File: config.mk
export PLATFORM = sky130hd
export DESIGN_NAME = bus_ctrl_reg_flat
export DESIGN_NICKNAME = d
export VERILOG_FILES = /design/src/rtl/bus_ctrl_reg_if.sv /design/src/rtl/bus_ctrl_reg.sv /design/src/flat_wrapper.sv
export SDC_FILE = /design/constraint.sdc
export NUM_CORES = 1
export LEC_CHECK = 0
export CORE_AREA = 3 3 132 134
export CTS_CLUSTER_SIZE = 40
export DETAILED_ROUTE_END_ITERATION = 10
export DIE_AREA = 0 0 135 137
export DONT_BUFFER_PORTS = 1
export PLACE_DENSITY = 0.58
export SLEW_MARGIN = 20
export SYNTH_ARGS = -nofsm -noshare
export SYNTH_HDL_FRONTEND = slang
export SYNTH_SLANG_ARGS = --single-unit
File: constraint.sdc
create_clock -name clk_i -period 1.6 [get_ports clk_i]
set_input_delay 0.32 -clock clk_i [delete_from_list [all_inputs] [get_ports clk_i]]
set_output_delay 0.32 -clock clk_i [all_outputs]
set_load 0.02 [all_outputs]
File: src/rtl/bus_ctrl_reg_if.sv
// LSU-side handshake of bus_ctrl_reg.
// master: the CPU load/store unit; slave: the bus controller.
interface bus_ctrl_reg_if;
  logic        m_req_i;
  logic [3:0]  m_sel_i;
  logic [31:0] m_addr_i;
  logic        m_we_i;
  logic [31:0] m_data_i;
  logic        m_ready_o;
  logic        m_rvalid_o;
  logic [31:0] m_data_o;
  logic        m_err_o;

  modport master (
    output m_req_i, m_sel_i, m_addr_i, m_we_i, m_data_i,
    input  m_ready_o, m_rvalid_o, m_data_o, m_err_o
  );

  modport slave (
    input  m_req_i, m_sel_i, m_addr_i, m_we_i, m_data_i,
    output m_ready_o, m_rvalid_o, m_data_o, m_err_o
  );
endinterface

File: src/rtl/bus_ctrl_reg.sv
// Registered single-master bus controller: one outstanding transaction,
// base/mask address decode with lowest-index priority, error response
// for unmapped addresses.
// Optional macro BUS_TIMEOUT_EN: adds a WAIT-state timeout counter that
// returns an error response after TIMEOUT_CYC cycles without a slave ack.
module bus_ctrl_reg #(
  parameter int unsigned N_SLV       = 5,
  parameter int unsigned DEC_LO      = 12,
  parameter int unsigned DEC_W       = 20,
  parameter logic [N_SLV*DEC_W-1:0] SLV_BASE =
    {20'h00006, 20'h00005, 20'h00004, 20'h00002, 20'h00000},
  parameter logic [N_SLV*DEC_W-1:0] SLV_MASK =
    {20'hFFFFF, 20'hFFFFF, 20'hFFFFF, 20'hFFFFE, 20'hFFFFE},
  parameter int unsigned TIMEOUT_CYC = 255
) (
  input  logic                clk_i,
  input  logic                rst_i,
  bus_ctrl_reg_if.slave       m_if,
  output logic [N_SLV-1:0]    s_req_o,
  output logic [3:0]          s_sel_o,
  output logic [31:0]         s_addr_o,
  output logic                s_we_o,
  output logic [31:0]         s_data_o,
  input  logic [N_SLV-1:0]    s_rvalid_i,
  input  logic [N_SLV*32-1:0] s_data_i
);
  localparam int unsigned IDX_W = (N_SLV > 1) ? $clog2(N_SLV) : 1;

  typedef enum logic [1:0] {IDLE, WAIT, RESP} state_t;

  state_t             state_q, state_d;
  logic [IDX_W-1:0]   idx_q, idx_d;
  logic [3:0]         sel_q, sel_d;
  logic [31:0]        addr_q, addr_d;
  logic               we_q, we_d;
  logic [31:0]        wdata_q, wdata_d;
  logic [N_SLV-1:0]   sreq_q, sreq_d;
  logic [31:0]        rdata_q, rdata_d;
  logic               err_q, err_d;
`ifdef BUS_TIMEOUT_EN
  logic [15:0]        cnt_q, cnt_d;
`endif

  logic [DEC_W-1:0]   field;
  logic               hit;
  logic [IDX_W-1:0]   hit_idx;

  assign field = m_if.m_addr_i[31:DEC_LO];

  // Priority decode: scan high to low so the lowest matching index wins.
  always_comb begin
    hit     = 1'b0;
    hit_idx = '0;
    for (int k = N_SLV - 1; k >= 0; k--) begin
      if ((field & SLV_MASK[k*DEC_W +: DEC_W]) ==
          (SLV_BASE[k*DEC_W +: DEC_W] & SLV_MASK[k*DEC_W +: DEC_W])) begin
        hit     = 1'b1;
        hit_idx = IDX_W'(k);
      end
    end
  end

  // Next-state and datapath update for the IDLE/WAIT/RESP sequencer.
  always_comb begin
    state_d = state_q;
    idx_d   = idx_q;
    sel_d   = sel_q;
    addr_d  = addr_q;
    we_d    = we_q;
    wdata_d = wdata_q;
    sreq_d  = '0;
    rdata_d = rdata_q;
    err_d   = err_q;
`ifdef BUS_TIMEOUT_EN
    cnt_d   = cnt_q;
`endif
    case (state_q)
      IDLE: begin
        if (m_if.m_req_i) begin
          sel_d   = m_if.m_sel_i;
          addr_d  = m_if.m_addr_i;
          we_d    = m_if.m_we_i;
          wdata_d = m_if.m_data_i;
          if (hit) begin
            idx_d   = hit_idx;
            sreq_d  = N_SLV'(1) << hit_idx;
            state_d = WAIT;
          end else begin
            // Unmapped: answer straight away with an error.
            rdata_d = '0;
            err_d   = 1'b1;
            state_d = RESP;
          end
        end
      end
      WAIT: begin
`ifdef BUS_TIMEOUT_EN
        cnt_d = cnt_q + 16'd1;
`endif
        // Only the selected slave's strobe counts; it beats a timeout.
        if (s_rvalid_i[idx_q]) begin
          rdata_d = s_data_i[idx_q*32 +: 32];
          err_d   = 1'b0;
          state_d = RESP;
        end
`ifdef BUS_TIMEOUT_EN
        else if (cnt_q + 16'd1 == 16'(TIMEOUT_CYC)) begin
          rdata_d = '0;
          err_d   = 1'b1;
          state_d = RESP;
        end
`endif
      end
      RESP: begin
        state_d = IDLE;
`ifdef BUS_TIMEOUT_EN
        cnt_d   = '0;
`endif
      end
      default: state_d = IDLE;
    endcase
  end

  // State and datapath registers with synchronous reset.
  always_ff @(posedge clk_i) begin
    if (rst_i) begin
      state_q <= IDLE;
      idx_q   <= '0;
      sel_q   <= '0;
      addr_q  <= '0;
      we_q    <= 1'b0;
      wdata_q <= '0;
      sreq_q  <= '0;
      rdata_q <= '0;
      err_q   <= 1'b0;
`ifdef BUS_TIMEOUT_EN
      cnt_q   <= '0;
`endif
    end else begin
      state_q <= state_d;
      idx_q   <= idx_d;
      sel_q   <= sel_d;
      addr_q  <= addr_d;
      we_q    <= we_d;
      wdata_q <= wdata_d;
      sreq_q  <= sreq_d;
      rdata_q <= rdata_d;
      err_q   <= err_d;
`ifdef BUS_TIMEOUT_EN
      cnt_q   <= cnt_d;
`endif
    end
  end

  assign m_if.m_ready_o  = (state_q == IDLE);
  assign m_if.m_rvalid_o = (state_q == RESP);
  assign m_if.m_data_o   = rdata_q;
  assign m_if.m_err_o    = err_q;
  assign s_req_o         = sreq_q;
  assign s_sel_o         = sel_q;
  assign s_addr_o        = addr_q;
  assign s_we_o          = we_q;
  assign s_data_o        = wdata_q;
endmodule

File: src/flat_wrapper.sv
// flat-port wrapper written by rule: the top's interface ports become plain ports
module bus_ctrl_reg_flat 
#(
  parameter int unsigned N_SLV       = 5,
  parameter int unsigned DEC_LO      = 12,
  parameter int unsigned DEC_W       = 20,
  parameter logic [N_SLV*DEC_W-1:0] SLV_BASE =
    {20'h00006, 20'h00005, 20'h00004, 20'h00002, 20'h00000},
  parameter logic [N_SLV*DEC_W-1:0] SLV_MASK =
    {20'hFFFFF, 20'hFFFFF, 20'hFFFFF, 20'hFFFFE, 20'hFFFFE},
  parameter int unsigned TIMEOUT_CYC = 255
)
  (clk_i, rst_i, s_req_o, s_sel_o, s_addr_o, s_we_o, s_data_o, s_rvalid_i, s_data_i, m_if_m_req_i, m_if_m_sel_i, m_if_m_addr_i, m_if_m_we_i, m_if_m_data_i, m_if_m_ready_o, m_if_m_rvalid_o, m_if_m_data_o, m_if_m_err_o);
  bus_ctrl_reg_if m_if_i ();
  input  logic clk_i;
  input  logic rst_i;
  output logic [N_SLV-1:0] s_req_o;
  output logic [3:0] s_sel_o;
  output logic [31:0] s_addr_o;
  output logic s_we_o;
  output logic [31:0] s_data_o;
  input  logic [N_SLV-1:0] s_rvalid_i;
  input  logic [N_SLV*32-1:0] s_data_i;
  input wire logic [$bits(m_if_i.m_req_i)-1:0] m_if_m_req_i;
  input wire logic [$bits(m_if_i.m_sel_i)-1:0] m_if_m_sel_i;
  input wire logic [$bits(m_if_i.m_addr_i)-1:0] m_if_m_addr_i;
  input wire logic [$bits(m_if_i.m_we_i)-1:0] m_if_m_we_i;
  input wire logic [$bits(m_if_i.m_data_i)-1:0] m_if_m_data_i;
  output wire logic [$bits(m_if_i.m_ready_o)-1:0] m_if_m_ready_o;
  output wire logic [$bits(m_if_i.m_rvalid_o)-1:0] m_if_m_rvalid_o;
  output wire logic [$bits(m_if_i.m_data_o)-1:0] m_if_m_data_o;
  output wire logic [$bits(m_if_i.m_err_o)-1:0] m_if_m_err_o;
  assign m_if_i.m_req_i = m_if_m_req_i;
  assign m_if_i.m_sel_i = m_if_m_sel_i;
  assign m_if_i.m_addr_i = m_if_m_addr_i;
  assign m_if_i.m_we_i = m_if_m_we_i;
  assign m_if_i.m_data_i = m_if_m_data_i;
  assign m_if_m_ready_o = m_if_i.m_ready_o;
  assign m_if_m_rvalid_o = m_if_i.m_rvalid_o;
  assign m_if_m_data_o = m_if_i.m_data_o;
  assign m_if_m_err_o = m_if_i.m_err_o;
  bus_ctrl_reg #(.N_SLV(N_SLV), .DEC_LO(DEC_LO), .DEC_W(DEC_W), .SLV_BASE(SLV_BASE), .SLV_MASK(SLV_MASK), .TIMEOUT_CYC(TIMEOUT_CYC)) u_core (.clk_i(clk_i), .rst_i(rst_i), .m_if(m_if_i), .s_req_o(s_req_o), .s_sel_o(s_sel_o), .s_addr_o(s_addr_o), .s_we_o(s_we_o), .s_data_o(s_data_o), .s_rvalid_i(s_rvalid_i), .s_data_i(s_data_i));
endmodule
==> results by group, run 1 <==
Run status
  – Result of the run: complete, but fails checks
  – Violations in the final reports: negative setup slack

Route
  – Routed vias: 4729
  – DRT antenna net count: 0
  – Initial DRC Count: 228
  – Post-detailed-route wirelength per cell: between 20 and 25 um
  – First-pass DRT Iterations: 5
  – Sum of routed wire length over all layers: roughly 19000 um
  – Residual DRC count: 0
  – Via density: around 5.5

Synthesis
  – Summed instance area of the synthesized netlist: 5440 um^2
  – Nets in the synthesized netlist: between 800 and 900
  – Commonest register cell after synthesis: sky130_fd_sc_hd__dfxtp_1
  – Post-synthesis register bit count: 112
  – Count of cell types in the netlist: 36
  – Synth area leader: sky130_fd_sc_hd__dfxtp_1
  – Instance count of the mapped netlist: 649
  – Top area cells in the synthesized netlist: sky130_fd_sc_hd__dfxtp_1 41%, sky130_fd_sc_hd__mux4_2 13%, sky130_fd_sc_hd__nand2_1 12%, sky130_fd_sc_hd__a21oi_1 6.7%, sky130_fd_sc_hd__o211ai_1 4.4%
  – Share of the synthesized area in the top cell type: 0.412
  – Warnings from Yosys: 0
  – Number of enable-type register cells in the synthesized netlist: 0
  – Most frequent cells after synthesis: 176 x sky130_fd_sc_hd__nand2_1, 112 x sky130_fd_sc_hd__dfxtp_1, 73 x sky130_fd_sc_hd__a21oi_1, 41 x sky130_fd_sc_hd__clkbuf_1
  – Fraction of registers with async set or reset after synthesis: 0
  – Post-Syn Area per Cell: approximately 8.4 um^2
  – Share of the yosys chip area belonging to registers: 0.412
  – Dominant cell by count in the synthesized netlist: sky130_fd_sc_hd__nand2_1

Critical path
  – Register-to-register setup slack: -0.13 ns
  – R2R Path Start: u_core.idx_q[0]$_SDFFE_PP0P_
  – Crit start category: flop
  – CP Max Fanout: 16
  – Startpoint-to-endpoint class of the critical path: reg2reg
  – WP data required: 1.89 ns
  – Number of cells traversed by the worst register-to-register path: 5
  – Worst flop-to-flop path endpoint: u_core.state_q[1]$_SDFFE_PP0P_
  – Data arrival, critical path: between 2 and 2.5 ns
  – Crit. End Element: flop

Floorplan
  – Die X: 135 um
  – Die area: 18500 um^2
  – Y dimension of the die: 137 um
  – Placeable core area: about 16000 um^2
  – Top-Level Pins: 346
  – Initial core utilization: 0.332
  – Number of cell rows: 47

Placement
  – Setup WS pre-CTS: -0.308 ns
  – Buffers added on ports: 0
  – Cell Count Post-Placement: 836
  – HPWL after DPL: 14000 um
  – Final estimated routing congestion in global placement: 0.850
  – Dpl cell area: between 5000 and 6000 um^2

STA
  – Min setup slack post-route: -0.129 ns
  – Hold Fails Final Rpt: 0
  – Hold Slack: 0.0344 ns
  – Number of pins exceeding their max-slew limit in the final report: 0
  – Unrepaired setup endpoints after global routing: yes
  – Fin crit share: 1.08
  – Actual transition at the worst max-transition pin: approximately 0.44 ns
  – Setup TNS after final layout: -3.29 ns
  – Highest Clock Rate: roughly 0.58 GHz
  – Skew final: 0.00771 ns
  – Worst slew margin relative to its limit: 0.702
  – # setup viols final: 33
  – Tmin final: about 1.7 ns

Power
  – PD cells: 960 nW/um^2
  – Gate power share: 0.077
  – Part of the total power dissipated in sequential elements: 0.528
  – Leak pwr: 2.09 nW
  – Part of the total power dissipated in the clock network: 0.395
  – Net Sw Power: 1.53 mW
  – Internal power: 4.33 mW
  – Maximum vdd ir drop: 0.654 mV
  – Proportion of total power due to net switching: 0.261
  – Total power after layout: a little under 6 mW

Layout
  – Fraction of layout instances using a drive strength above 1: 0.142
  – Count of non-filler cells in the finished layout: between 800 and 900
  – Post-layout utilization of the core: 0.373
  – Area grow syn2layout: 12.4%
  – Area used by multi-input combinational logic: 2900 um^2
  – Number of filler cells placed in the layout: 1703
  – Count of nets after finishing: about 870
  – Storage cell area: 2250 um^2
  – Post-route cell area: 6110 um^2

Clocking
  – Maximum clock path buffer count: 2
  – Clk slew on worst S/H paths: 0.08 ns
  – Clk_lat worst skew: 0.35 ns
  – H-tree level count: 3
  – Inserted Clock Buffers: 9
  – Master cell of the clock root buffer: sky130_fd_sc_hd__clkbuf_16
  – Clk sink count: 112
  – Clock tree from TritonCTS: built

Global route
  – Antenna violations before repair: 0
  – First-pass GRT wire length: roughly 27000 um
  – Vias in the first global route: 4728
  – Largest net degree at the start of global routing: 114
  – Total global routing track utilization: 0.188
  – Remaining global-route overflow: 0

Flow run
  – Max-cap check violation count: 0

Min path
  – Hold WC Path Type: in2reg
  – Hold-critical path endpoint: u_core.s_req_o[4]$_SDFF_PP0_
  – Critical hold path startpoint: m_if_m_addr_i[12]
  – Instance count along the most critical hold path: 1
==> worst max path at each step <==
stage / from / to / slack (ns) / cells past startpoint
3_3_place_gp: u_core.idx_q[0]$_SDFFE_PP0P_ / u_core.m_if.m_data_o[24]$_SDFFE_PP0P_ / -0.32 / 5
4_1_cts: u_core.idx_q[0]$_SDFFE_PP0P_ / u_core.m_if.m_data_o[22]$_SDFFE_PP0P_ / -0.15 / 5
2_1_floorplan: u_core.state_q[1]$_SDFFE_PP0P_ / u_core.m_if.m_data_o[25]$_SDFFE_PP0P_ / 0.003 / 6
5_1_grt: u_core.idx_q[0]$_SDFFE_PP0P_ / u_core.m_if.m_data_o[1]$_SDFFE_PP0P_ / -0.22 / 5
6_report: u_core.idx_q[0]$_SDFFE_PP0P_ / u_core.state_q[1]$_SDFFE_PP0P_ / -0.13 / 5
3_5_place_dp: u_core.idx_q[0]$_SDFFE_PP0P_ / u_core.m_if.m_data_o[24]$_SDFFE_PP0P_ / -0.31 / 5
==> power by group through the flow <==
stage / registers [mW] / logic (mW) / clock network [mW]
6_report: 3.10 / 0.454 / 2.31
5_1_grt: 3.11 / 0.511 / 2.49
4_1_cts: 3.10 / 0.457 / 2.40
3_5_place_dp: 3.16 / 0.437 / 0
3_3_place_gp: 3.16 / 0.418 / 0
2_1_floorplan: 3.13 / 0.375 / 0
==> metal layers <==
| metal | up-vias | global-route usage | share of wire |
|---|---|---|---|
| li1 | 2182 | - | - |
| met1 | 2232 | 0.205 | 0.35 |
| met2 | 283 | 0.329 | 0.51 |
| met3 | 32 | 0.0831 | 0.12 |
| met4 | 0 | 0.0627 | 0.024 |
| met5 | - | 0 | 0 |
==> area by class of cell <==
cell class	count	share of cell area
inverter	33	0.0203
tap	220	0.0450
sequential	112	0.368
multi-input combinational	451	0.474
clock inverter	6	0.0127
timing repair buffer	23	0.0432
clock buffer	9	0.0368
antenna	1	0.000409
==> state kept, by name, indices dropped and copies added (netlist names) <==
register,flops
u_core.s_addr_o,32
u_core.s_we_o,1
u_core.m_if.m_data_o,32
u_core.s_req_o,5
u_core.m_if.m_err_o,1
u_core.s_sel_o,4
u_core.s_data_o,32
u_core.state_q,2
u_core.idx_q,3
==> cells in the final DEF, fill, tap and decap left out, types with 3 or more instances in the layout <==
master,instances
sky130_fd_sc_hd__mux4_2,32
sky130_fd_sc_hd__o21ai_1,29
sky130_fd_sc_hd__buf_4,15
sky130_fd_sc_hd__inv_1,33
sky130_fd_sc_hd__a21oi_1,73
sky130_fd_sc_hd__nor2_1,4
sky130_fd_sc_hd__nor3_1,4
sky130_fd_sc_hd__dfxtp_1,110
sky130_fd_sc_hd__nand2_1,174
sky130_fd_sc_hd__nor4b_1,3
sky130_fd_sc_hd__clkbuf_16,9
sky130_fd_sc_hd__nand2b_1,34
sky130_fd_sc_hd__buf_12,7
sky130_fd_sc_hd__o21ai_0,34
sky130_fd_sc_hd__o211ai_1,32
==> critical path, cell delays in order, from the launching register on <==
cell                      delay [ns]
sky130_fd_sc_hd__dfxtp_4        0.38
sky130_fd_sc_hd__mux2i_1        0.15
sky130_fd_sc_hd__or3_4          0.36
sky130_fd_sc_hd__a31oi_4        0.26
sky130_fd_sc_hd__or2_4          0.33
sky130_fd_sc_hd__nor2b_4        0.18
==> what timing repair did <==
action	4_1_cts	5_1_grt
pin swaps	2	0
gates cloned	1	0
gates resized for setup	5	6
endpoints found under the setup margin	37	37
buffers inserted	2	0
hold buffers	0	0
==> cells by family (layout without fill, tap and decap cells) <==
group,after synthesis,count (layout),share of synthesized area
other,0,1,0
and+or+nand+nor,242,243,0.203
AOI/OAI and AO/OA,173,173,0.179
DFF,112,112,0.412
muxes,35,35,0.138
buffers and inverters,87,71,0.0674
Power figures use the tool's default switching activity.
==> run 2, diff against run 1 <==
--- a/config.mk
+++ b/config.mk
@@ -11,7 +11,7 @@
 export DIE_AREA = 0 0 135 137
 export DONT_BUFFER_PORTS = 1
 export PLACE_DENSITY = 0.58
-export SLEW_MARGIN = 20
+export SLEW_MARGIN = 25
 export SYNTH_ARGS = -nofsm -noshare
 export SYNTH_HDL_FRONTEND = slang
 export SYNTH_SLANG_ARGS = --single-unit
==> results of run 2 <==
Same layout as run 1: the final DEF is identical, and so are final timing and power.
